==> src/rtl/rx_pkt_ctrl.sv <==
// USB packet receiver: SYNC/PID check, token or payload capture, CRC16 check (CRC16_CHECK_EN), EOP required.
// Latency: the *_ready strobe is registered and is high in the cycle after the eop cycle.
// Backpressure: none; each byte_ready/eop strobe is consumed in the cycle it arrives, and eop beats byte_ready.
module rx_pkt_ctrl #(
    parameter int         DATA_BYTES = 8,
    parameter logic [7:0] SYNC_BYTE  = 8'h80
) (
    input  logic                    clk,
    input  logic                    n_rst,
    input  logic                    d_edge,
    input  logic                    byte_ready,
    input  logic [7:0]              rcv_byte,
    input  logic                    eop,
    output logic                    rcving,
    output logic [3:0]              rcv_pid,
    output logic [15:0]             rcv_token,
    output logic [DATA_BYTES*8-1:0] rcv_data,
    output logic                    token_ready,
    output logic                    data_ready,
    output logic                    hs_ready,
    output logic                    rcv_error
);

    localparam int W  = DATA_BYTES * 8;
    localparam int CW = (DATA_BYTES > 1) ? $clog2(DATA_BYTES) : 1;

    typedef enum logic [2:0] {
        IDLE, SYNC, PID, TOKEN, DATA, CRC, EOP_WAIT, ERR
    } state_t;

    state_t        state;
    logic [CW-1:0] byte_cnt;
    logic          tok_cnt;
    logic          crc_cnt;

`ifdef CRC16_CHECK_EN
    logic [15:0] crc_reg;
    logic [7:0]  crc_lo;
    logic        crc_ok;

    // Reflected CRC-16 (poly 0xA001) advanced by one byte, LSB of the byte first.
    function automatic logic [15:0] crc16_byte(input logic [15:0] crc_in, input logic [7:0] b);
        logic [15:0] c;
        c = crc_in ^ {8'h00, b};
        for (int i = 0; i < 8; i++) begin
            c = c[0] ? ((c >> 1) ^ 16'hA001) : (c >> 1);
        end
        return c;
    endfunction
`endif

    // Packet sequencer: state, captured fields, registered strobes and sticky error.
    always_ff @(posedge clk or negedge n_rst) begin
        if (!n_rst) begin
            state       <= IDLE;
            byte_cnt    <= '0;
            tok_cnt     <= 1'b0;
            crc_cnt     <= 1'b0;
            rcving      <= 1'b0;
            rcv_pid     <= 4'h0;
            rcv_token   <= 16'h0000;
            rcv_data    <= '0;
            token_ready <= 1'b0;
            data_ready  <= 1'b0;
            hs_ready    <= 1'b0;
            rcv_error   <= 1'b0;
`ifdef CRC16_CHECK_EN
            crc_reg     <= 16'hFFFF;
            crc_lo      <= 8'h00;
            crc_ok      <= 1'b0;
`endif
        end else begin
            token_ready <= 1'b0;
            data_ready  <= 1'b0;
            hs_ready    <= 1'b0;

            if (state == IDLE) begin
                if (d_edge) begin
                    state     <= SYNC;
                    rcving    <= 1'b1;
                    rcv_error <= 1'b0;
                end
            end else if (eop) begin
                // eop always ends the packet; only a clean EOP_WAIT exit reports it
                state  <= IDLE;
                rcving <= 1'b0;
                if (state == EOP_WAIT) begin
                    case (rcv_pid[1:0])
                        2'b01:   token_ready <= 1'b1;
                        2'b10:   hs_ready    <= 1'b1;
`ifdef CRC16_CHECK_EN
                        2'b11: begin
                            if (crc_ok) data_ready <= 1'b1;
                            else        rcv_error  <= 1'b1;
                        end
`else
                        2'b11:   data_ready  <= 1'b1;
`endif
                        default: rcv_error   <= 1'b1;
                    endcase
                end else begin
                    rcv_error <= 1'b1;
                end
            end else if (byte_ready) begin
                case (state)
                    SYNC: begin
                        if (rcv_byte == SYNC_BYTE) begin
                            state <= PID;
                        end else begin
                            state     <= ERR;
                            rcv_error <= 1'b1;
                        end
                    end
                    PID: begin
                        if (rcv_byte[7:4] != ~rcv_byte[3:0] || rcv_byte[1:0] == 2'b00) begin
                            // check bits broken, or a special PID this receiver does not handle
                            state     <= ERR;
                            rcv_error <= 1'b1;
                            if (rcv_byte[7:4] == ~rcv_byte[3:0]) rcv_pid <= rcv_byte[3:0];
                        end else begin
                            rcv_pid <= rcv_byte[3:0];
                            case (rcv_byte[1:0])
                                2'b01: begin
                                    state   <= TOKEN;
                                    tok_cnt <= 1'b0;
                                end
                                2'b11: begin
                                    state    <= DATA;
                                    byte_cnt <= '0;
`ifdef CRC16_CHECK_EN
                                    crc_reg  <= 16'hFFFF;
`endif
                                end
                                default: state <= EOP_WAIT;
                            endcase
                        end
                    end
                    TOKEN: begin
                        if (!tok_cnt) begin
                            rcv_token[7:0] <= rcv_byte;
                            tok_cnt        <= 1'b1;
                        end else begin
                            rcv_token[15:8] <= rcv_byte;
                            state           <= EOP_WAIT;
                        end
                    end
                    DATA: begin
                        rcv_data <= {rcv_byte, rcv_data[W-1:8]};
`ifdef CRC16_CHECK_EN
                        crc_reg  <= crc16_byte(crc_reg, rcv_byte);
`endif
                        if (byte_cnt == CW'(DATA_BYTES - 1)) begin
                            state   <= CRC;
                            crc_cnt <= 1'b0;
                        end else begin
                            byte_cnt <= byte_cnt + CW'(1);
                        end
                    end
                    CRC: begin
                        if (!crc_cnt) begin
                            crc_cnt <= 1'b1;
`ifdef CRC16_CHECK_EN
                            crc_lo  <= rcv_byte;
`endif
                        end else begin
                            state  <= EOP_WAIT;
`ifdef CRC16_CHECK_EN
                            crc_ok <= ({rcv_byte, crc_lo} == ~crc_reg);
`endif
                        end
                    end
                    EOP_WAIT: begin
                        state     <= ERR;
                        rcv_error <= 1'b1;
                    end
                    default: ;
                endcase
            end
        end
    end

endmodule

==> config.mk <==
export PLATFORM = sky130hd
export DESIGN_NAME = rx_pkt_ctrl
export DESIGN_NICKNAME = d
export VERILOG_FILES = /design/src/rtl/rx_pkt_ctrl.sv
export SDC_FILE = /design/constraint.sdc
export NUM_CORES = 1
export LEC_CHECK = 0
export BUFFER_PORTS_ARGS = -buffer_cell sky130_fd_sc_hd__clkbuf_2
export CORE_UTILIZATION = 58
export DETAILED_ROUTE_END_ITERATION = 12
export HOLD_SLACK_MARGIN = 0.15
export MAX_ROUTING_LAYER = met4
export PLACE_DENSITY = 0.85
export SETUP_SLACK_MARGIN = 0.3
export SLEW_MARGIN = 20
export SYNTH_ARGS = -nofsm -noshare
export SYNTH_HDL_FRONTEND = slang
export SYNTH_SLANG_ARGS = --single-unit
export TNS_END_PERCENT = 30
==> constraint.sdc <==
create_clock -name clk -period 4.8 [get_ports clk]
set_input_delay 0.48 -clock clk [delete_from_list [all_inputs] [get_ports clk]]
set_output_delay 0.48 -clock clk [all_outputs]
set_load 0.01 [all_outputs]
==> results of run 1 <==
==> flip-flops by register name, indices dropped and copies added, names as in the netlist <==
register     count
rcving           1
state            3
rcv_token       16
rcv_data        64
token_ready      1
crc_cnt          1
rcv_error        1
byte_cnt         3
rcv_pid          4
tok_cnt          1
data_ready       1
hs_ready         1
==> cells in the mapped netlist (all sizes together) (3+ instances only) <==
| library cell | count | share of area [%] |
|---|---|---|
| and3 | 3 | 0.43 |
| o21ai | 5 | 0.58 |
| nor2 | 12 | 1.2 |
| inv | 5 | 0.43 |
| mux2 | 85 | 27 |
| nor3 | 5 | 0.69 |
| a22o | 3 | 0.61 |
| a21oi | 3 | 0.35 |
| buf | 11 | 3.8 |
| nand2 | 9 | 0.78 |
| dfrtp | 97 | 56 |
==> metrics by stage <==
step / hold WS (ns) / util [%] / setup WS [ns] / cells / cell area (µm²)
after CTS: 0.432 / 69.5 / 2.15 / 481 / 5010
after detailed placement: 0.494 / 66.5 / 2.17 / 464 / 4800
after global routing: 0.445 / 69.9 / 2.34 / 482 / 5040
final: 0.447 / 69.9 / 2.47 / 482 / 5040
after global placement: 0.488 / 66.5 / 2.23 / 464 / 4800
after floorplan: 0.184 / - / 2.87 / 275 / 4320
==> critical path, cell delays in order, from the launching register on <==
cell	delay, ns
dfrtp_1	0.56
inv_1	0.23
or4_4	0.76
nor2_1	0.29
a21oi_1	0.11
mux2_2	0.27
==> path summary, 6_finish.rpt <==
| check | cells after the start | startpoint | slack [ns] | to |
|---|---|---|---|---|
| max in group asynchronous | 3 | n_rst | 3.11 | rcv_data[50] |
| min in group asynchronous | 2 | n_rst | 0.69 | rcv_data[16] |
| max reg2reg | 5 | state[2] | 2.47 | byte_cnt[0] |
| min reg2reg | 1 | rcv_token[8] | 0.51 | rcv_token[8] |
| min | 2 | rcv_byte[4] | 0.45 | rcv_data[60] |
| max | 5 | state[2] | 2.47 | byte_cnt[0] |
==> kinds of logic (layout without fill, tap and decap cells) <==
logic type,after synthesis,count (layout)
compound gates,27,27
xor+xnor,4,4
fa+ha+maj,2,2
buf+inv,17,125
flops,97,97
mux,85,85
simple gates,43,43
==> layout make-up <==
class                           instances  area (µm²)  share of cell area (%)
Clock buffer                            9         124                    2.46
Timing Repair Buffer                  104         553                    11.0
Multi-Input combinational cell        161        1710                    33.9
Clock inverter                          7        83.8                    1.66
Inverter                                5        18.8                   0.372
Sequential cell                        97        2430                    48.2
Tap cell                               99         124                    2.46
==> repair_timing <==
item                      CTS  global route
hold endpoints to repair   20             0
resized for setup           0             0
hold buffers                1             0
==> per-layer routing <==
layer	GRT usage, %	wire [µm]
met5	-	0
met4	10.7	197
met3	4.48	521
met2	34.8	3910
met1	29.5	3800
==> power by group <==
part	switching (mW)	total [mW]	internal, mW
clock	0.304	0.555	0.251
sequential	0.261	1.36	1.09
combinational	0.457	1.03	0.572
total	1.02	2.94	1.92
==> impl_metrics.env, run 1 <==
export IMPL_synth_top_family_by_area="multiplexers"
export IMPL_synth_adder_area_share_pct=0.579
export IMPL_syn_inst=275
export IMPL_clock_latency_ns=0.38
export IMPL_rsz0062_at_grt="no"
export IMPL_port_buffers=101
export IMPL_final_cell_mix="clkbuf_2 (100), dfrtp_1 (97), mux2_4 (60)"
export IMPL_synth_seq_area_share_pct=56.1
export IMPL_routed_wl_mm=8.42
export IMPL_vias_per_cell=5.67
export IMPL_critPathLaunchType="register"
export IMPL_drc=0
export IMPL_grt_max_degree=66
export IMPL_cp_arrival_ns=2.60
export IMPL_core_region_area_um2=7210
export IMPL_hp_class="in2reg"
export IMPL_die_x_um=88.3
export IMPL_layout_commonest_cell="clkbuf_2"
export IMPL_htree_num_levels=3
export IMPL_ys_flop_type="dfrtp_1"
export IMPL_status="completed"
export IMPL_grt_pass1_vias=2548
export IMPL_crit_path_end_kind="register"
export IMPL_drive_gt1_share_pct=54.8
export IMPL_die_height_um=88.3
export IMPL_ys_types=47
export IMPL_row_count=31
export IMPL_die_area_um2=7800
export IMPL_finClkSkew_ns=0.0113
export IMPL_synthesis_nets=290
export IMPL_ys_ff_latch=97
export IMPL_cts_tree="done"
export IMPL_cts_sinks=97
export IMPL_antenna_cells=0
export IMPL_tightest_slew_ns=0.644
export IMPL_synthSimpleGateAreaFrac_pct=5.82
export IMPL_cts_buffer_depth=2
export IMPL_fill_cells=515
export IMPL_drtIter0Drc=126
export IMPL_postRouteAntennaNets=0
export IMPL_max_freq_ghz=0.429
export IMPL_syn_area_um2=4320
export IMPL_leakage_nw=2.76
export IMPL_hpwl_mm=5.64
export IMPL_hold_violations=0
export IMPL_antenna_found_initial=0
export IMPL_grt_pass1_wl_mm=12.9
export IMPL_vias=2734
export IMPL_wl_per_cell_um=17.5
export IMPL_drt_pass1_iterations=4
export IMPL_ys_async_sr_fraction_pct=100
export IMPL_fin_crit_ns=2.33
export IMPL_cts_buffers=9
export IMPL_power_total_mw=2.94
export IMPL_synth_edf_count=0
export IMPL_setup_tns_ns=0
export IMPL_synth_area_per_cell_um2=15.7
export IMPL_final_max_slew_viol_count=0
export IMPL_synth_compound_area_share_pct=5.01
export IMPL_cp_required_ns=5.06
export IMPL_crit_type="reg2reg"
export IMPL_synth_xor_area_share_pct=0.810
export IMPL_synthMuxAreaShare_pct=27.3
export IMPL_period_share_pct=48.6
export IMPL_powerDensity_nw_per_um2=583
export IMPL_crit_fanout=23
export IMPL_postCtsSetupBuffers=0
export IMPL_ys_warn_count=0
export IMPL_start_util_pct=59.9
export IMPL_setup_violations=0
export IMPL_areaGrowthSynthToFinish_pct=16.6
export IMPL_finalNetCount=393
export IMPL_drv_cap=0
export IMPL_clkTransAtPathRegs_ns=0.09
export IMPL_cts_root_buf="clkbuf_8"
export IMPL_relSlewSlack_pct=57.1
export IMPL_io_pins=102
export IMPL_gp_congestion=0.973
export IMPL_track_usage_pct=22.8
export IMPL_ir_drop_uv=323
export IMPL_overflow=0
No activity file was read; power rests on OpenSTA's default activity.
==> run 2, diff against run 1 <==
CORE_UTILIZATION = 48   (was 58)
PLACE_DENSITY = 0.75   (was 0.85)
clock period = 2 ns   (was 4.8 ns; I/O delays follow)
==> run 2 against run 1 <==
Net effect: die area increased by 20%; critical path type unchanged; global-route usage fell by 2.8 points; clock-buffer cell count is the same; design area increased by 6.7%; largest cell class unchanged; hold slack worse by 0.27 ns; setup slack got worse by 2.3 ns; routed wire length up 8.8%; sequential power up 130%; combinational power grew to 2.9 times the previous value.
==> impl_metrics.env, run 2 (synthesis results as in run 1) <==
export IMPL_status="completed"
export IMPL_cp_required_ns=2.25
export IMPL_overflow=0
export IMPL_fin_cells=513
export IMPL_drt_pass1_iterations=4
export IMPL_largest_register="rcv_data"
export IMPL_post_route_util_pct=61.7
export IMPL_vias_per_cell=5.43
export IMPL_cts_tree="done"
export IMPL_hold_depth=2
export IMPL_drv_cap=0
export IMPL_layout_commonest_cell="clkbuf_2"
export IMPL_final_cell_mix="clkbuf_2 (100), dfrtp_1 (96), mux2_4 (60)"
export IMPL_routed_wl_mm=9.16
export IMPL_areaGrowthSynthToFinish_pct=24.4
export IMPL_start_util_pct=49.6
export IMPL_met3_length_um=463
export IMPL_io_pins=102
export IMPL_largest_registers="rcv_data x64, rcv_token x16, rcv_pid x4"
export IMPL_cts_root_buf="clkbuf_8"
export IMPL_wl_met1_mm=4.32
export IMPL_grt_max_degree=66
export IMPL_fin_crit_ns=1.86
export IMPL_cp_slowest_stage_delay_ns=0.40
export IMPL_hpwl_mm=5.65
export IMPL_setup_tns_ns=0
export IMPL_htree_num_levels=3
export IMPL_row_count=34
export IMPL_finClkSkew_ns=0.0115
export IMPL_antenna_cells=0
export IMPL_power_total_mw=7.32
export IMPL_critPathLaunchType="register"
export IMPL_die_height_um=96.9
export IMPL_r2r_setup_slack_ns=0.14
export IMPL_period_share_pct=93.1
export IMPL_crit_slowest_cell="dfrtp_1"
export IMPL_tightest_slew_ns=0.451
export IMPL_drive_gt1_share_pct=61.2
export IMPL_max_freq_ghz=0.537
export IMPL_rsz0062_at_grt="yes"
export IMPL_setup_worst_path_start="byte_cnt[0]"
export IMPL_cts_buffers=9
export IMPL_core_region_area_um2=8720
export IMPL_drtIter0Drc=107
export IMPL_relSlewSlack_pct=69.8
export IMPL_crit_end="state[0]"
export IMPL_clock_latency_ns=0.36
export IMPL_hold_start="rcv_byte[6]"
export IMPL_r2r_cells=7
export IMPL_timing_rr_start="byte_cnt[0]"
export IMPL_ir_drop_uv=672
export IMPL_leakage_nw=2.88
export IMPL_largest_reg_flops=64
export IMPL_crit_fanout=4
export IMPL_powerDensity_nw_per_um2=1360
export IMPL_postRouteAntennaNets=0
export IMPL_antenna_found_initial=0
export IMPL_crit_type="reg2reg"
export IMPL_vias=2786
export IMPL_track_usage_pct=20.0
export IMPL_cts_buffer_depth=2
export IMPL_cp_arrival_ns=2.11
export IMPL_hold_ws_ns=0.174
export IMPL_wl_met2_mm=4.23
export IMPL_hp_class="in2reg"
export IMPL_die_x_um=96.9
export IMPL_hold_violations=0
export IMPL_die_area_um2=9390
export IMPL_top_layer_used="met4"
export IMPL_clkTransAtPathRegs_ns=0.10
export IMPL_placed_cells=481
export IMPL_grt_pass1_vias=2752
export IMPL_port_buffers=101
export IMPL_cts_sinks=97
export IMPL_crit_chain="ha_2 > ha_4 > o31a_1 > nor3_4 > a2111oi_4 > and4b_1 > a311oi_2"
export IMPL_finalNetCount=417
export IMPL_crit_path_end_kind="register"
export IMPL_gp_congestion=0.937
export IMPL_setup_violations=0
export IMPL_wl_per_cell_um=17.9
export IMPL_drc=0
export IMPL_grt_pass1_wl_mm=14.6
export IMPL_timing_rr_end="state[0]"
export IMPL_final_max_slew_viol_count=0
run 2: cell count changes in the layout (fill, tap and decap cells not counted), sizes merged, moves of 2 or more:
cell / change
buf: +20
clkbuf: +3
clkinvlp: +2
inv: -4
run 2: layer usage:
metal  track usage (%)  vias to the layer above
li1                  -                     1256
met1              28.1                     1391
met2              28.7                      122
met3              3.83                       17
met4              7.92                        0
met5                 -                        -
run 2: layout make-up:
type	count	area, µm²
clock inverter	5	33.8
sequential	97	2430
clock buffer	9	124
multi-input combinational	162	1840
timing repair buffer	127	798
tap	108	135
fill	625	3340
inverter	5	22.5
run 2: power breakdown:
part	internal, mW	switching [mW]
combinational	1.66	1.36
sequential	2.63	0.559
clock	0.439	0.670
total	4.73	2.59
run 2: what timing repair did:
| item | CTS | global route |
|---|---|---|
| cloned | 1 | 4 |
| pin swaps | 3 | 0 |
| hold endpoints to repair | 97 | 0 |
| buffers inserted | 9 | 3 |
| resized for setup | 18 | 7 |
| endpoints found under the setup margin | 75 | 84 |
| hold buffers | 1 | 0 |
run 2: worst min path at each step:
stage                              end
after floorplan            byte_cnt[0]
after global placement     rcv_data[1]
after detailed placement  rcv_data[25]
after CTS                 rcv_data[63]
after global routing       rcv_data[1]
final                     rcv_data[62]
run 2: through the flow:
stage | cell area, µm² | setup WS (ns)
finish | 5380 | 0.138
global route | 5380 | 0.0713
CTS | 5230 | 0.224
detailed placement | 4900 | 0.0716
global placement | 4900 | 0.128
floorplan | 4340 | 0.291
run 2: worst max-delay path, delay by kind of cell, from the launching register on:
kind	cells	cell delay, ns
compound gates	3	0.56
simple gates	2	0.43
flops	1	0.40
fa+ha+maj	2	0.36
